<file path="src/rtl/config_source_arbiter.sv">
// Round-robin arbiter that grants one bitstream source at a time, buffers its words
// in a small FIFO and paces them onto the eFPGA self-write port.
module config_source_arbiter #(
  parameter int NUM_SOURCES  = 3,
  parameter int DATA_WIDTH   = 32,
  parameter int FIFO_DEPTH   = 4,
  parameter int STROBE_GAP   = 0,
  parameter int IDLE_TIMEOUT = 1024
) (
  input  logic                              clk_system_i,
  input  logic                              reset_i,
  input  logic [NUM_SOURCES*DATA_WIDTH-1:0] src_write_data_i,
  input  logic [NUM_SOURCES-1:0]            src_write_strobe_i,
  input  logic [NUM_SOURCES-1:0]            src_active_i,
  output logic [DATA_WIDTH-1:0]             efpga_write_data_o,
  output logic                              efpga_write_strobe_o,
  output logic                              boot_o,
  output logic [NUM_SOURCES-1:0]            grant_o,
  output logic [NUM_SOURCES-1:0]            dropped_o,
  output logic                              overflow_o
);

  localparam int PW = (NUM_SOURCES > 1) ? $clog2(NUM_SOURCES) : 1;
  localparam int AW = $clog2(FIFO_DEPTH);
  localparam int CW = AW + 1;
  localparam int GW = (STROBE_GAP > 0) ? $clog2(STROBE_GAP + 1) : 1;
  localparam int IW = $clog2(IDLE_TIMEOUT + 1);
  localparam logic [CW-1:0] FULL_COUNT = CW'(FIFO_DEPTH);
  localparam logic [GW-1:0] GAP_LOAD   = GW'(STROBE_GAP);
  localparam logic [IW-1:0] IDLE_MAX   = IW'(IDLE_TIMEOUT);

  typedef enum logic [1:0] {IDLE, GRANT, DRAIN} state_t;

  state_t                 state_q, state_d;
  logic [NUM_SOURCES-1:0] grant_q, grant_d;
  logic [PW-1:0]          gidx_q, gidx_d;
  logic [PW-1:0]          rr_ptr_q, rr_ptr_d;
  logic                   boot_q, boot_d;
  logic [DATA_WIDTH-1:0]  mem_q [FIFO_DEPTH];
  logic [DATA_WIDTH-1:0]  mem_d [FIFO_DEPTH];
  logic [AW-1:0]          wr_ptr_q, wr_ptr_d;
  logic [AW-1:0]          rd_ptr_q, rd_ptr_d;
  logic [CW-1:0]          count_q, count_d;
  logic [GW-1:0]          gap_q, gap_d;
  logic [IW-1:0]          idle_q, idle_d;
  logic [DATA_WIDTH-1:0]  out_data_q, out_data_d;
  logic                   out_strobe_q, out_strobe_d;
  logic [NUM_SOURCES-1:0] dropped_q, dropped_d;
  logic                   overflow_q, overflow_d;

  logic [NUM_SOURCES-1:0] request;
  logic [PW-1:0]          win_idx;
  logic [PW-1:0]          push_idx;
  logic                   push_req;
  logic                   push;
  logic                   pop;
  logic                   full;

  // First requester found searching upward (with wrap) from the start index.
  function automatic logic [PW-1:0] rr_pick(input logic [NUM_SOURCES-1:0] req,
                                            input logic [PW-1:0] start);
    logic [PW-1:0] pick;
    logic          found;
    int            idx;
    pick  = '0;
    found = 1'b0;
    for (int k = 0; k < NUM_SOURCES; k++) begin
      idx = (int'(start) + k) % NUM_SOURCES;
      if (!found && req[idx]) begin
        found = 1'b1;
        pick  = PW'(idx);
      end
    end
    return pick;
  endfunction

  always_comb begin
    request      = src_write_strobe_i | src_active_i;
    win_idx      = rr_pick(request, rr_ptr_q);
    state_d      = state_q;
    grant_d      = grant_q;
    gidx_d       = gidx_q;
    rr_ptr_d     = rr_ptr_q;
    boot_d       = boot_q;
    mem_d        = mem_q;
    wr_ptr_d     = wr_ptr_q;
    rd_ptr_d     = rd_ptr_q;
    count_d      = count_q;
    gap_d        = gap_q;
    idle_d       = idle_q;
    out_data_d   = out_data_q;
    out_strobe_d = 1'b0;
    dropped_d    = dropped_q;
    overflow_d   = overflow_q;
    push_req     = 1'b0;
    push_idx     = gidx_q;
    full         = (count_q == FULL_COUNT);
    pop          = (count_q != '0) && (gap_q == '0) && (state_q != IDLE);

    case (state_q)
      IDLE: begin
        if (|request) begin
          state_d          = GRANT;
          grant_d          = '0;
          grant_d[win_idx] = 1'b1;
          gidx_d           = win_idx;
          boot_d           = 1'b1;
          idle_d           = '0;
          push_idx         = win_idx;
          push_req         = src_write_strobe_i[win_idx];
        end
      end
      GRANT: begin
        push_req = src_write_strobe_i[gidx_q];
        if (push_req) begin
          idle_d = '0;
        end else if (idle_q != IDLE_MAX) begin
          idle_d = idle_q + 1'b1;
        end
        if (!src_active_i[gidx_q] && (idle_q == IDLE_MAX)) begin
          state_d = DRAIN;
        end
      end
      DRAIN: begin
        if ((count_q == '0) && (gap_q == '0)) begin
          state_d  = IDLE;
          grant_d  = '0;
          boot_d   = 1'b0;
          rr_ptr_d = (gidx_q == PW'(NUM_SOURCES - 1)) ? '0 : gidx_q + 1'b1;
        end
      end
      default: state_d = IDLE;
    endcase

    // A full FIFO still accepts a word when the head leaves in the same cycle.
    push = push_req && (!full || pop);
    if (push_req && full && !pop) begin
      overflow_d = 1'b1;
    end

    for (int i = 0; i < NUM_SOURCES; i++) begin
      if (src_write_strobe_i[i] && !(push_req && (push_idx == PW'(i)))) begin
        dropped_d[i] = 1'b1;
      end
    end

    if (push) begin
      mem_d[wr_ptr_q] = src_write_data_i[push_idx*DATA_WIDTH +: DATA_WIDTH];
      wr_ptr_d        = wr_ptr_q + 1'b1;
    end

    if (pop) begin
      out_data_d   = mem_q[rd_ptr_q];
      out_strobe_d = 1'b1;
      rd_ptr_d     = rd_ptr_q + 1'b1;
      gap_d        = GAP_LOAD;
    end else if (gap_q != '0) begin
      gap_d = gap_q - 1'b1;
    end

    case ({push, pop})
      2'b10:   count_d = count_q + 1'b1;
      2'b01:   count_d = count_q - 1'b1;
      default: count_d = count_q;
    endcase
  end

  always_ff @(posedge clk_system_i) begin
    mem_q <= mem_d;
    if (reset_i) begin
      state_q      <= IDLE;
      grant_q      <= '0;
      gidx_q       <= '0;
      rr_ptr_q     <= '0;
      boot_q       <= 1'b0;
      wr_ptr_q     <= '0;
      rd_ptr_q     <= '0;
      count_q      <= '0;
      gap_q        <= '0;
      idle_q       <= '0;
      out_data_q   <= '0;
      out_strobe_q <= 1'b0;
      dropped_q    <= '0;
      overflow_q   <= 1'b0;
    end else begin
      state_q      <= state_d;
      grant_q      <= grant_d;
      gidx_q       <= gidx_d;
      rr_ptr_q     <= rr_ptr_d;
      boot_q       <= boot_d;
      wr_ptr_q     <= wr_ptr_d;
      rd_ptr_q     <= rd_ptr_d;
      count_q      <= count_d;
      gap_q        <= gap_d;
      idle_q       <= idle_d;
      out_data_q   <= out_data_d;
      out_strobe_q <= out_strobe_d;
      dropped_q    <= dropped_d;
      overflow_q   <= overflow_d;
    end
  end

  assign efpga_write_data_o   = out_data_q;
  assign efpga_write_strobe_o = out_strobe_q;
  assign boot_o               = boot_q;
  assign grant_o              = grant_q;
  assign dropped_o            = dropped_q;
  assign overflow_o           = overflow_q;

endmodule
</file>
<file path="config.mk">
export PLATFORM = sky130hd
export DESIGN_NAME = config_source_arbiter
export DESIGN_NICKNAME = d
export VERILOG_FILES = /design/src/rtl/config_source_arbiter.sv
export SDC_FILE = /design/constraint.sdc
export NUM_CORES = 1
export LEC_CHECK = 0
export ABC_AREA = 1
export BUFFER_PORTS_ARGS = -buffer_cell sky130_fd_sc_hd__buf_2
export CORE_ASPECT_RATIO = 1.2
export CORE_MARGIN = 2
export CORE_UTILIZATION = 55
export DETAILED_ROUTE_END_ITERATION = 8
export GPL_ROUTABILITY_DRIVEN = 0
export PLACE_DENSITY = 0.85
export SKIP_CTS_REPAIR_TIMING = 1
export SLEW_MARGIN = 20
export SYNTH_ARGS = -nofsm -noshare
export SYNTH_HDL_FRONTEND = slang
export SYNTH_SLANG_ARGS = --single-unit
</file>
<file path="constraint.sdc">
create_clock -name clk_system_i -period 11.3 [get_ports clk_system_i]
set_clock_uncertainty 0.15 [all_clocks]
set_input_delay 1.13 -clock clk_system_i [delete_from_list [all_inputs] [get_ports clk_system_i]]
set_output_delay 1.13 -clock clk_system_i [all_outputs]
set_load 0.02 [all_outputs]
</file>
Word-level counts from Yosys, hierarchy flattened
Index checks and enable logic that the tools add are counted. Widths: inputs -> output; s select.

Register bits: 194. Input bits: 104. Logic and storage cells: 149.

Shifts and indexed selects: 1. $lt $le $gt $ge: 9. Bitwise gates (word level): 4. Equality and inequality tests: 14. Reductions and logical operators: 40. Div/mod/pow operators: 3. Muxes and demuxes: 49. Add/sub/neg operators: 9.

Operators by type and width (number): $bwmux 128 (1); $lt 32x4->1 const B (3); $mux 32 (3); $shiftx 96x8->32 (1); $bmux 32 s2 (1); $demux 32 s2 (1); $mod 32x3->32 const B (2); $mux 11 (3); $mod 3x3->32 const B (1); $pmux 11 s2 (1); $mux 2 (9); $logic_and 1x1->1 (17); $mux 1 (16); $bmux 1 s2 (6); $pmux 3 s2 (2); $add 11x1->11 const B (1); $eq 11x11->1 const B (1); $ne 11x11->1 const B (1); $reduce_and 3->1 (3); $eq 2x2->1 const B (4); $logic_not 1->1 (8); $reduce_bool 2->1 (4); $add 2x1->2 const B (3); $eq 2x1->1 const B (3); 25 further kinds (34).

Depth between registers and ports, before layout
Depth in word-level cells: 18. Gate-level depth with buffers: 20. Gate-level depth less buffers: 20.

Least setup slack after synthesis
Ideal clock, no wire load.

Kind: input-to-reg. Start point: input port src_active_i[2]. End point: register mem_q[0] in the netlist's numbering (enable). Path buffers: 0. Setup slack: 7.147 ns. Arrival time: 3.582 ns. Cell stages on the path: 13. Data required time: 10.729 ns. Cells stage by stage: inv_1 > nand2_2 > a21oi_2 > inv_1 > nand2_1 > nand3_1 > nor2_1 > nor2_2 > nand3_1 > nand2_1 > nand2_2 > nand2_4 > nor2_1.

Cells in the longest elaborated chain, start to end: 16. Elaborated cells between the ends (all ways): 25.

Ends and longest elaborated chain: start, declared (line 14) `input logic [NUM_SOURCES-1:0] src_active_i,`; $or 3x3->3 (*) (line 78) `request = src_write_strobe_i | src_active_i;`; $bmux 1 s2 (line 69) `if (!found && req[idx]) begin`; $mux 1 (not written as such) (2 in a row) (line 69); $mux 1 (line 69); $logic_not 1->1 (line 69); $logic_and 1x1->1 (line 69); $mux 1 (line 69); $logic_not 1->1 (line 69); $logic_and 1x1->1 (line 69); $mux 2 (line 69); $bmux 1 s2 (line 110) `push_req = src_write_strobe_i[win_idx];`; $mux 1 (not written as such) (line 110); $mux 1 (*) (line 102) `if (|request) begin`; $pmux 1 s2 (*) (line 100) `case (state_q)`; $logic_and 1x1->1 (*) (line 136) `push = push_req && (!full || pop);`; end signal, assigned (line 169) `mem_q <= mem_d;`; end, declared (line 39) `logic [DATA_WIDTH-1:0] mem_q [FIFO_DEPTH];`.

Every way passes the cells marked *; elsewhere a longest branch is shown, timed or not. The select of a mux whose other input is x is not followed. A chain may end at the register's enable or synchronous reset.

Worst setup path after layout
Start point: input port src_active_i[2]. End point: register count_q[2].

Cells in the longest elaborated chain, start to end: 18. Elaborated cells between the ends (all ways): 29.

Ends and longest elaborated chain: $or 3x3->3 (*) (line 78); $bmux 1 s2 (line 69); $mux 1 (not written as such) (2 in a row) (line 69); $mux 1 (line 69); $logic_not 1->1 (line 69); $logic_and 1x1->1 (line 69); $mux 1 (line 69); $logic_not 1->1 (line 69); $logic_and 1x1->1 (line 69); $mux 2 (line 69); $bmux 1 s2 (line 110); $mux 1 (not written as such) (line 110); $mux 1 (*) (line 102); $pmux 1 s2 (*) (line 100); $logic_and 1x1->1 (*) (line 136); $eq 2x1->1 / $eq 2x2->1 (equally long branches) (line 161) `case ({push, pop})`; $pmux 3 s2 / $reduce_bool 2->1 (equally long branches); end signal, assigned (line 193) `count_q <= count_d;`; end, declared (line 43) `logic [CW-1:0] count_q, count_d;`.

Marked as above.

==> out/metrics.cfg <==
[worst_setup_path]
crit_chain = buf_2 -> inv_1 -> nand2_2 -> a21oi_2 -> inv_1 -> nand2_1 -> nand3_1 -> nand4_2 -> nand2_1 -> nand2_1 -> nand2_2 -> nand2_4 -> ha_1 -> inv_1 -> fa_1 -> a21oi_1 -> o21ai_0 -> o21ai_0 -> a21oi_1
r2r_cells = 20
crit_required_ns = 11.47
crit_family = simple AND/OR/NAND/NOR gates
critPathSlowestCell = fa_1
r2r-end = count_q[2]$_SDFFE_PP0P_
crit_path_end_kind = flop
path_class = input port to flop
arrival_ns = 3.63
start_kind = input port
regToRegStartpoint = rr_ptr_q[0]$_SDFFE_PP0P_
path_max_fanout = 7
critical_path_buf_inv_count = 4
critPathMaxStageDelay_ns = 0.38
rrSetupSlack_ns = 7.88

[clock_network]
cts_tree = done
cts_inserted_buffers = 17
cts.sinks = 194
clkTransAtPathRegs_ns = 0.07
clk_path_buf_depth = 2
clock_latency_ns = 0.43
root_buffer = clkbuf_16
cts_max_level = 4

[placement]
port_buffers = 144
dp.final_hpwl_um = 11400
place_ws_ns = 7.35
post_dp_cell_area_mm2 = 0.00915

[synthesis]
ys_ff_latch = 194
ys.flop_type = edfxtp_1
netlist-cell-type-count = 39
synth_nets = 952
syn_area_mm2 = 0.00832
yosys.area.top_type = edfxtp_1
async_reset_ff_share_pct = 0
synth.area.top_cells = edfxtp_1 (46%), dfxtp_1 (16%), nor2_1 (7.3%)
syn-instance-count = 836
ys_warn_count = 0
synth-edff-count = 128
avgSynthCellArea_um2 = 9.95
ys_seq_area_share_pct = 62.1
synth_top_area_share_pct = 46.2

[pwr]
p_seq_share_pct = 46.7
p_clk_share_pct = 27.4
swShare_pct = 33.5
p_leak_nw = 3.92
peakVddDrop_mv = 0.134
power.switching_w = 0.000734
p_int_w = 0.00145
p_per_area_mw_per_mm2 = 224
comb_power_share_pct = 25.9

[floorplanning]
initial_core_util_pct = 55.8
core_mm2 = 0.0149
placementRows = 49
dieHeight_um = 139
die_w_um = 116
dieArea_mm2 = 0.0161
ioPinCount = 145

[sta]
fin_ws_ns = 7.83
max_slew_margin_pct = 29.5
finalSetupTns_ns = 0
fmax_ghz = 0.289
finalSetupViolCount = 0
worst_slew_pin_slew_ns = 1.06
rsz0062_at_grt = false
period_share_pct = 30.7
hold_viol = 0
fin_crit_ns = 3.47
hold_ws_ns = 0.297
finalMaxSlewViolations = 0

[worst_hold_path]
min_path_type = flop to flop
hold_path_depth = 2
min_from = dropped_o[0]$_SDFFE_PP0P_
whs_endpoint = dropped_o[0]$_SDFFE_PP0P_

[route]
ant_nets = 0
drtPass1Iterations = 5
via_count = 6458
drc = 0
routedWlPerCell_um = 15.6
drt-total-wl_um = 18400
vias_per_cell = 5.48
drt_iter0_drc = 474

[global_route]
grt_max_degree = 68
antenna_found_initial = 0
grt_pass1_wl_um = 30100
grt_pass1_vias = 6393
grt-ovfl-total = 0
track_usage_pct = 23.9

[finish]
drive_above_1_share_pct = 21.6
nets = 1077
area_growth_pct = 17.4
diodes = 0
layout_common_cells = nor2_1 (157), buf_2 (144), edfxtp_1 (128)
final_area_mm2 = 0.00977
layout_commonest_cell = nor2_1

[run]
maxCapViolCount = 0

[run_status]
outcome = complete, no violations

routing by layer:
layer  GRT usage, %  part of all wire (%)  vias to the layer above
li1               -                     -                     3156
met1           29.5                    40                     3026
met2           40.9                    52                      242
met3           4.46                   5.7                       34
met4           9.59                   2.4                        0
met5              0                     0                        -
synth_stat cells (2+ instances only):
cell	instances
nor3b_1	3
nand4_1	7
clkbuf_1	30
a31oi_1	32
buf_1	4
nand3_2	3
nand3_1	22
dfxtp_1	66
nor3_1	6
nand2_2	4
a21oi_2	3
o21a_1	2
nand2_1	110
inv_1	45
o21ai_1	2
buf_6	6
nor2_1	161
buf_2	3
a21oi_1	25
ha_1	11
o21ai_0	107
a22oi_1	32
inv_2	5
nor2_2	2
nand2_4	2
edfxtp_1	128
xor2_1	3
through the flow:
step / std cells / util (%) / power [W]
floorplan: 836 / - / 0.00143
global placement: 1145 / 61.4 / 0.00157
detailed placement: 1145 / 61.4 / 0.00160
CTS: 1177 / 65.3 / 0.00220
global route: 1178 / 65.5 / 0.00231
finish: 1178 / 65.5 / 0.00219
worst register-to-register path, cell delays in order (launching register included):
cell     delay (ns)
dfxtp_1        0.36
inv_1          0.08
ha_1           0.37
inv_1          0.18
nand2_1        0.07
nand3_1        0.07
nand2_1        0.08
nand3_1        0.12
nand2_1        0.09
nor2_2         0.15
nand3_1        0.09
nand2_1        0.11
nand2_2        0.12
nand2_4        0.17
ha_1           0.18
inv_1          0.07
fa_1           0.38
a21oi_1        0.14
o21ai_0        0.11
o21ai_0        0.17
a21oi_1        0.05
worst max-delay path by stage:
stage	startpoint	to	slack, ns	cells after the start
after floorplan	src_active_i[2]	mem_q[0]$_DFFE_PP_	7.15	13
after global placement	src_active_i[2]	mem_q[71]$_DFFE_PP_	7.50	14
after detailed placement	src_active_i[2]	mem_q[7]$_DFFE_PP_	7.35	14
after CTS	src_active_i[2]	mem_q[31]$_DFFE_PP_	7.79	14
after global routing	rr_ptr_q[0]$_SDFFE_PP0P_	count_q[2]$_SDFFE_PP0P_	7.47	20
final	src_active_i[2]	count_q[2]$_SDFFE_PP0P_	7.83	19
registers in the layout, indices dropped and copies added, names as in the netlist:
signal / count
gap_q: 1
idle_q: 11
efpga_write_data_o: 32
count_q: 3
mem_q: 128
gidx_q: 2
rd_ptr_q: 2
rr_ptr_q: 2
grant_o: 3
efpga_write_strobe_o: 1
dropped_o: 3
boot_o: 1
state_q: 2
wr_ptr_q: 2
overflow_o: 1
cell families after synthesis:
group           count (synthesis)  synth area share [%]
simple gates                  324                  16.4
compound gates                208                  14.4
flops                         194                  62.1
buf+inv                        94                  4.87
fa+ha+maj                      12                  1.89
xor+xnor                        3                 0.316
other cells                     1                0.0451
layout make-up:
cell class                      count  area (um^2)
Inverter                           50          188
Fill cell                        1113         5130
Timing Repair Buffer              150          786
Tap cell                          204          255
Multi-Input combinational cell    548         2790
Sequential cell                   194         5170
Clock inverter                     14          154
Clock buffer                       18          429
power by group through the flow:
stage	Combinational [W]	Clock [W]	Sequential, W
final	0.000566	0.000600	0.00102
after global routing	0.000638	0.000635	0.00104
after CTS	0.000571	0.000602	0.00102
after detailed placement	0.000562	0	0.00104
after global placement	0.000542	0	0.00103
after floorplan	0.000377	0	0.00105
Power figures use the tool's default switching activity.
